--- config.mk ---
export PLATFORM = sky130hd
export DESIGN_NAME = multicycle_ctrl
export DESIGN_NICKNAME = d
export VERILOG_FILES = /design/src/rtl/multicycle_ctrl.sv
export SDC_FILE = /design/constraint.sdc
export NUM_CORES = 1
export LEC_CHECK = 0
export BUFFER_PORTS_ARGS = -buffer_cell sky130_fd_sc_hd__buf_2
export CAP_MARGIN = 20
export CELL_PAD_IN_SITES_DETAIL_PLACEMENT = 2
export CELL_PAD_IN_SITES_GLOBAL_PLACEMENT = 2
export CORE_ASPECT_RATIO = 0.75
export CORE_MARGIN = 2
export CORE_UTILIZATION = 33
export CTS_BUF_LIST = sky130_fd_sc_hd__clkbuf_2
export DETAILED_ROUTE_END_ITERATION = 6
export PLACE_DENSITY = 0.95
export SETUP_SLACK_MARGIN = 0.15
export SLEW_MARGIN = 20
export SYNTH_ARGS = -nofsm -noshare
export SYNTH_HDL_FRONTEND = slang
export SYNTH_SLANG_ARGS = --single-unit
--- constraint.sdc ---
create_clock -name clk -period 2.1 [get_ports clk]
set_input_delay 0.315 -clock clk [delete_from_list [all_inputs] [get_ports clk]]
set_output_delay 0.315 -clock clk [all_outputs]
set_load 0.01 [all_outputs]
--- src/rtl/multicycle_ctrl.sv ---
// -----------------------------------------------------------------------------
// multicycle_ctrl
//
// Control FSM for a multi-cycle RV32I-subset core (R-type, I-type ALU, LW, SW,
// BEQ, JAL). It runs one phase per cycle: FETCH, DECODE, EXEC, then optionally
// MEM and/or WB. It drives the datapath strobes and the instruction and data
// memory request lines.
//
// Handshake: a request (imem_req / dmem_req) is held high until the matching
// ready is seen high in a cycle where the request is also high. That cycle
// completes the transfer, and the FSM leaves the state on the next edge. If
// no ready arrives within MEM_TIMEOUT request cycles, bus_err is set and the
// FSM parks in TRAP. A ready in the last allowed cycle still completes the
// transfer.
//
// Parameters
//   MEM_TIMEOUT  request cycles allowed before a bus-error trap (1..255)
//
// Ports
//   clk          system clock, rising edge
//   reset        asynchronous active-low reset
//   opcode[6:0]  instr[6:0] from the instruction register
//   zero         ALU zero flag (BEQ outcome)
//   imem_ready   instruction memory has data / accepted request
//   dmem_ready   data memory completed the access
//   imem_req     instruction fetch request
//   dmem_req     data memory request
//   dmem_we      data memory write (store)
//   ir_we        instruction register load strobe
//   pc_we        PC update strobe
//   pc_sel       0 = PC+4, 1 = branch/jump target
//   we           register file write enable
//   alu_op[1:0]  ALUOp to ALU control (00 add, 01 sub/compare, 10 funct)
//   alu_src      0 = rd2, 1 = immediate
//   wb_sel[1:0]  00 = ALU result, 01 = load data, 10 = PC+4
//   retire       one-cycle pulse per completed instruction
//   illegal      sticky illegal-opcode trap flag
//   bus_err      sticky memory-timeout trap flag
//   state[2:0]   current FSM state (debug)
// -----------------------------------------------------------------------------
module multicycle_ctrl #(
   parameter int unsigned MEM_TIMEOUT = 16
) (
   input  logic       clk,
   input  logic       reset,
   input  logic [6:0] opcode,
   input  logic       zero,
   input  logic       imem_ready,
   input  logic       dmem_ready,
   output logic       imem_req,
   output logic       dmem_req,
   output logic       dmem_we,
   output logic       ir_we,
   output logic       pc_we,
   output logic       pc_sel,
   output logic       we,
   output logic [1:0] alu_op,
   output logic       alu_src,
   output logic [1:0] wb_sel,
   output logic       retire,
   output logic       illegal,
   output logic       bus_err,
   output logic [2:0] state
);

   // Counter must be able to hold MEM_TIMEOUT itself.
   localparam int CNT_W = $clog2(MEM_TIMEOUT + 1);
   // Value seen in the last request cycle allowed before the trap.
   localparam logic [CNT_W-1:0] CNT_LAST = CNT_W'(MEM_TIMEOUT - 1);
   localparam logic [CNT_W-1:0] CNT_MAX  = CNT_W'(MEM_TIMEOUT);

   localparam logic [6:0] OPC_R   = 7'b0110011;
   localparam logic [6:0] OPC_I   = 7'b0010011;
   localparam logic [6:0] OPC_LW  = 7'b0000011;
   localparam logic [6:0] OPC_SW  = 7'b0100011;
   localparam logic [6:0] OPC_BEQ = 7'b1100011;
   localparam logic [6:0] OPC_JAL = 7'b1101111;

   typedef enum logic [2:0] {
      S_IDLE   = 3'd0,
      S_FETCH  = 3'd1,
      S_DECODE = 3'd2,
      S_EXEC   = 3'd3,
      S_MEM    = 3'd4,
      S_WB     = 3'd5,
      S_TRAP   = 3'd7
   } state_e;

   typedef enum logic [2:0] {
      CL_R   = 3'd0,
      CL_I   = 3'd1,
      CL_LW  = 3'd2,
      CL_SW  = 3'd3,
      CL_BEQ = 3'd4,
      CL_JAL = 3'd5
   } op_class_e;

   state_e           state_q, state_d;
   op_class_e        class_q, class_d;
   logic [CNT_W-1:0] cnt_q, cnt_d;
   logic             illegal_q, illegal_d;
   logic             bus_err_q, bus_err_d;

   // A request is outstanding in this cycle and no ready has come back.
   logic             req_waiting;
   // This is the last request cycle allowed; no ready means trap.
   logic             timeout_hit;

   assign req_waiting = ((state_q == S_FETCH) && !imem_ready) ||
                        ((state_q == S_MEM)   && !dmem_ready);
   assign timeout_hit = (cnt_q == CNT_LAST);

   // ---------------------------------------------------------------------------
   // State and status registers
   // ---------------------------------------------------------------------------
   always_ff @(posedge clk or negedge reset) begin
      if (!reset) begin
         state_q   <= S_IDLE;
         class_q   <= CL_R;
         cnt_q     <= '0;
         illegal_q <= 1'b0;
         bus_err_q <= 1'b0;
      end else begin
         state_q   <= state_d;
         class_q   <= class_d;
         cnt_q     <= cnt_d;
         illegal_q <= illegal_d;
         bus_err_q <= bus_err_d;
      end
   end

   // ---------------------------------------------------------------------------
   // Timeout counter. It only runs while a request is left waiting. It clears
   // on every state change, so a fresh request always starts at zero.
   // ---------------------------------------------------------------------------
   always_comb begin
      cnt_d = cnt_q;
      if ((state_d != state_q) || !req_waiting) begin
         cnt_d = '0;
      end else if (cnt_q < CNT_MAX) begin
         cnt_d = cnt_q + 1'b1;
      end
   end

   // ---------------------------------------------------------------------------
   // Next state and outputs. The strobes follow the current state and the
   // latched opcode class. The only input-dependent strobes are the ones that
   // fire in the handshake-completion cycle, plus pc_sel for BEQ.
   // ---------------------------------------------------------------------------
   always_comb begin
      state_d   = state_q;
      class_d   = class_q;
      illegal_d = illegal_q;
      bus_err_d = bus_err_q;
      imem_req  = 1'b0;
      dmem_req  = 1'b0;
      dmem_we   = 1'b0;
      ir_we     = 1'b0;
      pc_we     = 1'b0;
      pc_sel    = 1'b0;
      we        = 1'b0;
      alu_op    = 2'b00;
      alu_src   = 1'b0;
      wb_sel    = 2'b00;
      retire    = 1'b0;

      unique case (state_q)
         S_IDLE: begin
            state_d = S_FETCH;
         end

         S_FETCH: begin
            imem_req = 1'b1;
            if (imem_ready) begin
               // The IR captures the word in the same cycle the memory
               // presents it.
               ir_we   = 1'b1;
               state_d = S_DECODE;
            end else if (timeout_hit) begin
               bus_err_d = 1'b1;
               state_d   = S_TRAP;
            end
         end

         S_DECODE: begin
            state_d = S_EXEC;
            unique case (opcode)
               OPC_R:   class_d = CL_R;
               OPC_I:   class_d = CL_I;
               OPC_LW:  class_d = CL_LW;
               OPC_SW:  class_d = CL_SW;
               OPC_BEQ: class_d = CL_BEQ;
               OPC_JAL: class_d = CL_JAL;
               default: begin
                  illegal_d = 1'b1;
                  state_d   = S_TRAP;
               end
            endcase
         end

         S_EXEC: begin
            unique case (class_q)
               CL_R: begin
                  alu_op  = 2'b10;
                  state_d = S_WB;
               end
               CL_I: begin
                  alu_op  = 2'b10;
                  alu_src = 1'b1;
                  state_d = S_WB;
               end
               CL_LW, CL_SW: begin
                  // Address = rs1 + imm.
                  alu_src = 1'b1;
                  state_d = S_MEM;
               end
               CL_BEQ: begin
                  // The compare result decides the PC source in this cycle,
                  // so a branch retires without a WB phase.
                  alu_op  = 2'b01;
                  pc_we   = 1'b1;
                  pc_sel  = zero;
                  retire  = 1'b1;
                  state_d = S_FETCH;
               end
               CL_JAL: begin
                  state_d = S_WB;
               end
               default: begin
                  state_d = S_TRAP;
               end
            endcase
         end

         S_MEM: begin
            // Keep the address computation stable for the whole access.
            alu_src  = 1'b1;
            dmem_req = 1'b1;
            dmem_we  = (class_q == CL_SW);
            if (dmem_ready) begin
               if (class_q == CL_SW) begin
                  pc_we   = 1'b1;
                  retire  = 1'b1;
                  state_d = S_FETCH;
               end else begin
                  state_d = S_WB;
               end
            end else if (timeout_hit) begin
               bus_err_d = 1'b1;
               state_d   = S_TRAP;
            end
         end

         S_WB: begin
            we      = 1'b1;
            pc_we   = 1'b1;
            retire  = 1'b1;
            state_d = S_FETCH;
            unique case (class_q)
               CL_LW:  wb_sel = 2'b01;
               CL_JAL: begin
                  wb_sel = 2'b10;
                  pc_sel = 1'b1;
               end
               default: wb_sel = 2'b00;
            endcase
         end

         S_TRAP: begin
            state_d = S_TRAP;
         end

         default: begin
            // Unused encoding: fail safe into the trap state.
            state_d = S_TRAP;
         end
      endcase
   end

   assign illegal = illegal_q;
   assign bus_err = bus_err_q;
   assign state   = state_q;

   // ---------------------------------------------------------------------------
   // Structural invariants of the sequencer
   // ---------------------------------------------------------------------------
   a_req_exclusive: assert property (@(posedge clk) disable iff (!reset)
      !(imem_req && dmem_req));

   a_we_only_wb: assert property (@(posedge clk) disable iff (!reset)
      we |-> (state_q == S_WB));

   a_pc_we_states: assert property (@(posedge clk) disable iff (!reset)
      pc_we |-> ((state_q == S_EXEC) || (state_q == S_MEM) || (state_q == S_WB)));

   a_trap_sticky: assert property (@(posedge clk) disable iff (!reset)
      (state_q == S_TRAP) |=> (state_q == S_TRAP));

endmodule

==> qor.txt <==
Pre-Repair DR Iteration Count = 4
adder-cell share of the synthesized area = 0.0279
clock buffer depth = 2
Syn Nets = 100
Pleak = 0.605 nW
Post-Synth Simple-Gate Area = 0.335
critical-path cell list = and2b_1 -> and2_4 -> and4b_1 -> a21o_1 -> buf_2
DRT Wirelength = 3.78 mm
crit-path max FO = 3
die area = 3160 um2
placed inst area = 1080 um2
std cell rows = 16
worst-skew pair later-pin latency = 0.31 ns
CP max stage delay = 0.49 ns
Final Hold Vio Count = 0
WS Path Type = reg -> out
Max Cap Viol = 0
H-tree levels = 1
Layout area overhead = 35.0%
Worst Path Buf+Inv = 1
Chip Width = 64.2 um
max_slew headroom = 0.715
number of distinct library cells after synthesis = 39
vias in the first global route = 869
Clock power frac = 0.124
Overflow after GRT = 0
Worst VDD drop = 0.000405 V
setup violators final = 0
run status = completed
Synth Area in XOR/XNOR = 0.0391
WP data required = 1.78 ns
nets@finish = 142
Final Wtd Congestion = 0.803
DP Wirelength = 1.92 mm
P_int = 0.662 mW
crit path DAT = 1.68 ns
CTS Buf Count = 3
main combinational cell family by area after synthesis = simple AND/OR/NAND/NOR gates
WL per Instance = 23.2 um
antenna violations before repair = 0
DRC = 0
Worst R2R Path Depth = 6
hold depth = 3
syn avg cell area = 10.4 um2
Sw Pwr = 0.552 mW
Synth Register Bits = 13
clock slew at reported path FFs = 0.15 ns
share of layout cells above drive strength 1 = 0.488
vias per inst = 5.40
Core Box Area = 2600 um2
launching point of the worst reg2reg path = cnt_q[0]
Starting DRT DRC Count = 25
hold path startpoint = dmem_ready
CTS tree = built
sequential share of the synthesized area = 0.363
Worst path slowest cell = dfrtp_2
Pins Over Slew Limit = 0
complex-gate fraction of the synthesized area = 0.145
fin crit share = 0.949
buffers added on ports = 29
pwr dens = 1000 nW/um2
initial core utilization = 0.345
GRT Overall Usage = 0.195
total number of clock tree sinks = 13
largest net degree at the start of global routing = 14
type of origin of the critical path = register
Yosys Warn Count = 0
DRT antenna net count = 0
synthesized area = 897 um2
worst slew pin tran = 0.425 ns
Final min period = 1.99 ns
global-route wire length before repair = 4.62 mm
final instance area = 1210 um2
clock skew = 0.0107 ns
FF-to-FF End = state[1]
Achievable Freq = 502 MHz
switching power share of the total = 0.455
RSZ-0062 raised after global routing = yes
Largest delay share family, worst path = simple AND/OR/NAND/NOR gates
post-route setup TNS = 0 ns
total number of vias = 880
ANT cells = 0
Die Height = 49.2 um
Comb power frac = 0.563
Mapped Cells = 86
HP Class = in -> reg
register share of total power = 0.313
critical path capture point type = output pin
hold endpoint = state[0]
Root Driver = clkbuf_2
Ports = 30
post-synthesis mux area share = 0.0614
R2R Setup Slk = 0.44 ns
worst register-to-register path, stage by stage (launching register included):
cell	delay, ns
dfrtp_1	0.44
ha_1	0.24
and3_1	0.19
ha_1	0.22
nor2b_1	0.16
o21ai_0	0.14
nand2_1	0.16
cells by family after synthesis:
logic type	after synthesis
AOI/OAI and AO/OA	16
xor gates and xnor gates	4
adders and majority gates	2
buffers and inverters	4
DFF	13
muxes	4
and+or+nand+nor	43
area by class of cell:
class,instances,area [um2]
clock buffer,4,20.0
sequential,13,330
inverter,2,7.51
timing repair buffer,39,235
tap,36,45.0
multi-input combinational,69,573
fill,286,1390
timing repair:
| action | 4_1_cts | 5_1_grt |
|---|---|---|
| cloned | 0 | 0 |
| buffers inserted | 3 | 5 |
| resized for setup | 2 | 9 |
| setup endpoints to repair | 4 | 4 |
| hold endpoints to repair | 13 | 0 |
| pin swaps | 1 | 2 |
| hold buffers | 1 | 0 |
routing by layer:
layer,global-route usage,vias up,wire length (um)
met5,0,-,0
met4,0.0532,0,48
met1,0.241,448,1740
li1,-,388,-
met2,0.339,40,1800
met3,0.0485,4,192
power groups by stage:
stage                     logic [mW]  clock network (mW)  registers, mW
after floorplan                0.308                   0          0.375
after global placement         0.461                   0          0.367
after detailed placement       0.477                   0          0.376
after CTS                      0.520               0.149          0.362
after global routing           0.733               0.164          0.388
final                          0.684               0.150          0.380
through the flow:
step	std cells	setup WS [ns]	util	power [mW]	hold WS [ns]
global route	163	0.0427	0.465	1.29	0.355
floorplan	86	0.310	-	0.683	0.0194
detailed placement	150	0.354	0.413	0.854	0.225
CTS	158	0.155	0.435	1.03	0.301
global placement	150	0.452	0.413	0.829	0.215
finish	163	0.107	0.465	1.21	0.348
sequential cells by signal, indices dropped and copies added (netlist names):
register  count
bus_err       1
class_q       3
cnt_q         5
illegal       1
state         3
synthesized netlist by cell type:
cell	count	area (um2)
a21oi_2	1	8.76
xnor2_1	2	17.5
nor2b_1	4	25.0
inv_1	2	7.51
and2b_1	1	7.51
xor2_1	2	17.5
o32ai_1	2	17.5
o31ai_1	1	7.51
nor3_1	2	10.0
a21o_1	2	15.0
a31oi_1	1	6.26
or2_4	1	8.76
nor4b_4	1	23.8
nor3b_2	1	12.5
o21ai_0	1	5.00
nand3b_2	1	11.3
buf_4	1	7.51
a221oi_1	1	8.76
nor2_1	9	33.8
buf_6	1	11.3
nand3b_4	1	20.0
a21oi_1	3	15.0
and3_1	2	12.5
nand2b_1	6	37.5
ha_1	2	25.0
nand2_1	6	22.5
dfrtp_1	13	325
and2_1	1	6.26
mux2_4	3	45.0
o21ai_1	1	5.00
o2111ai_4	1	26.3
nor3b_1	3	22.5
nor2_4	1	11.3
and4b_1	1	10.0
nor3b_4	1	18.8
o211ai_1	1	7.51
nand4_1	1	6.26
o21bai_1	1	7.51
mux2i_1	1	10.0
worst max path at each step:
stage                  end  cells after the start        from  slack [ns]
floorplan           retire                      4    state[2]        0.31
global placement     pc_we                      4    state[2]        0.45
detailed placement  retire                      4    state[2]        0.35
CTS                 retire                      4    state[2]        0.15
global route         pc_we                      5  class_q[2]        0.04
finish              pc_sel                      5    state[1]        0.11
placed cells by master (no fill, tap or decap), types with 2 or more instances in the layout:
master / n
clkbuf_2: 4
o32ai_1: 2
xnor2_1: 2
nor3_1: 2
buf_4: 9
dfrtp_2: 4
nor2b_1: 4
nor2_1: 9
a21oi_1: 3
a21o_1: 2
ha_1: 2
nand2b_1: 4
mux2_4: 3
inv_1: 2
xor2_1: 2
nand3b_4: 2
nor3b_1: 3
buf_2: 27
dfrtp_1: 9
nand2_1: 6
and3_1: 2
buf_6: 2
No activity file was read; power rests on OpenSTA's default activity.
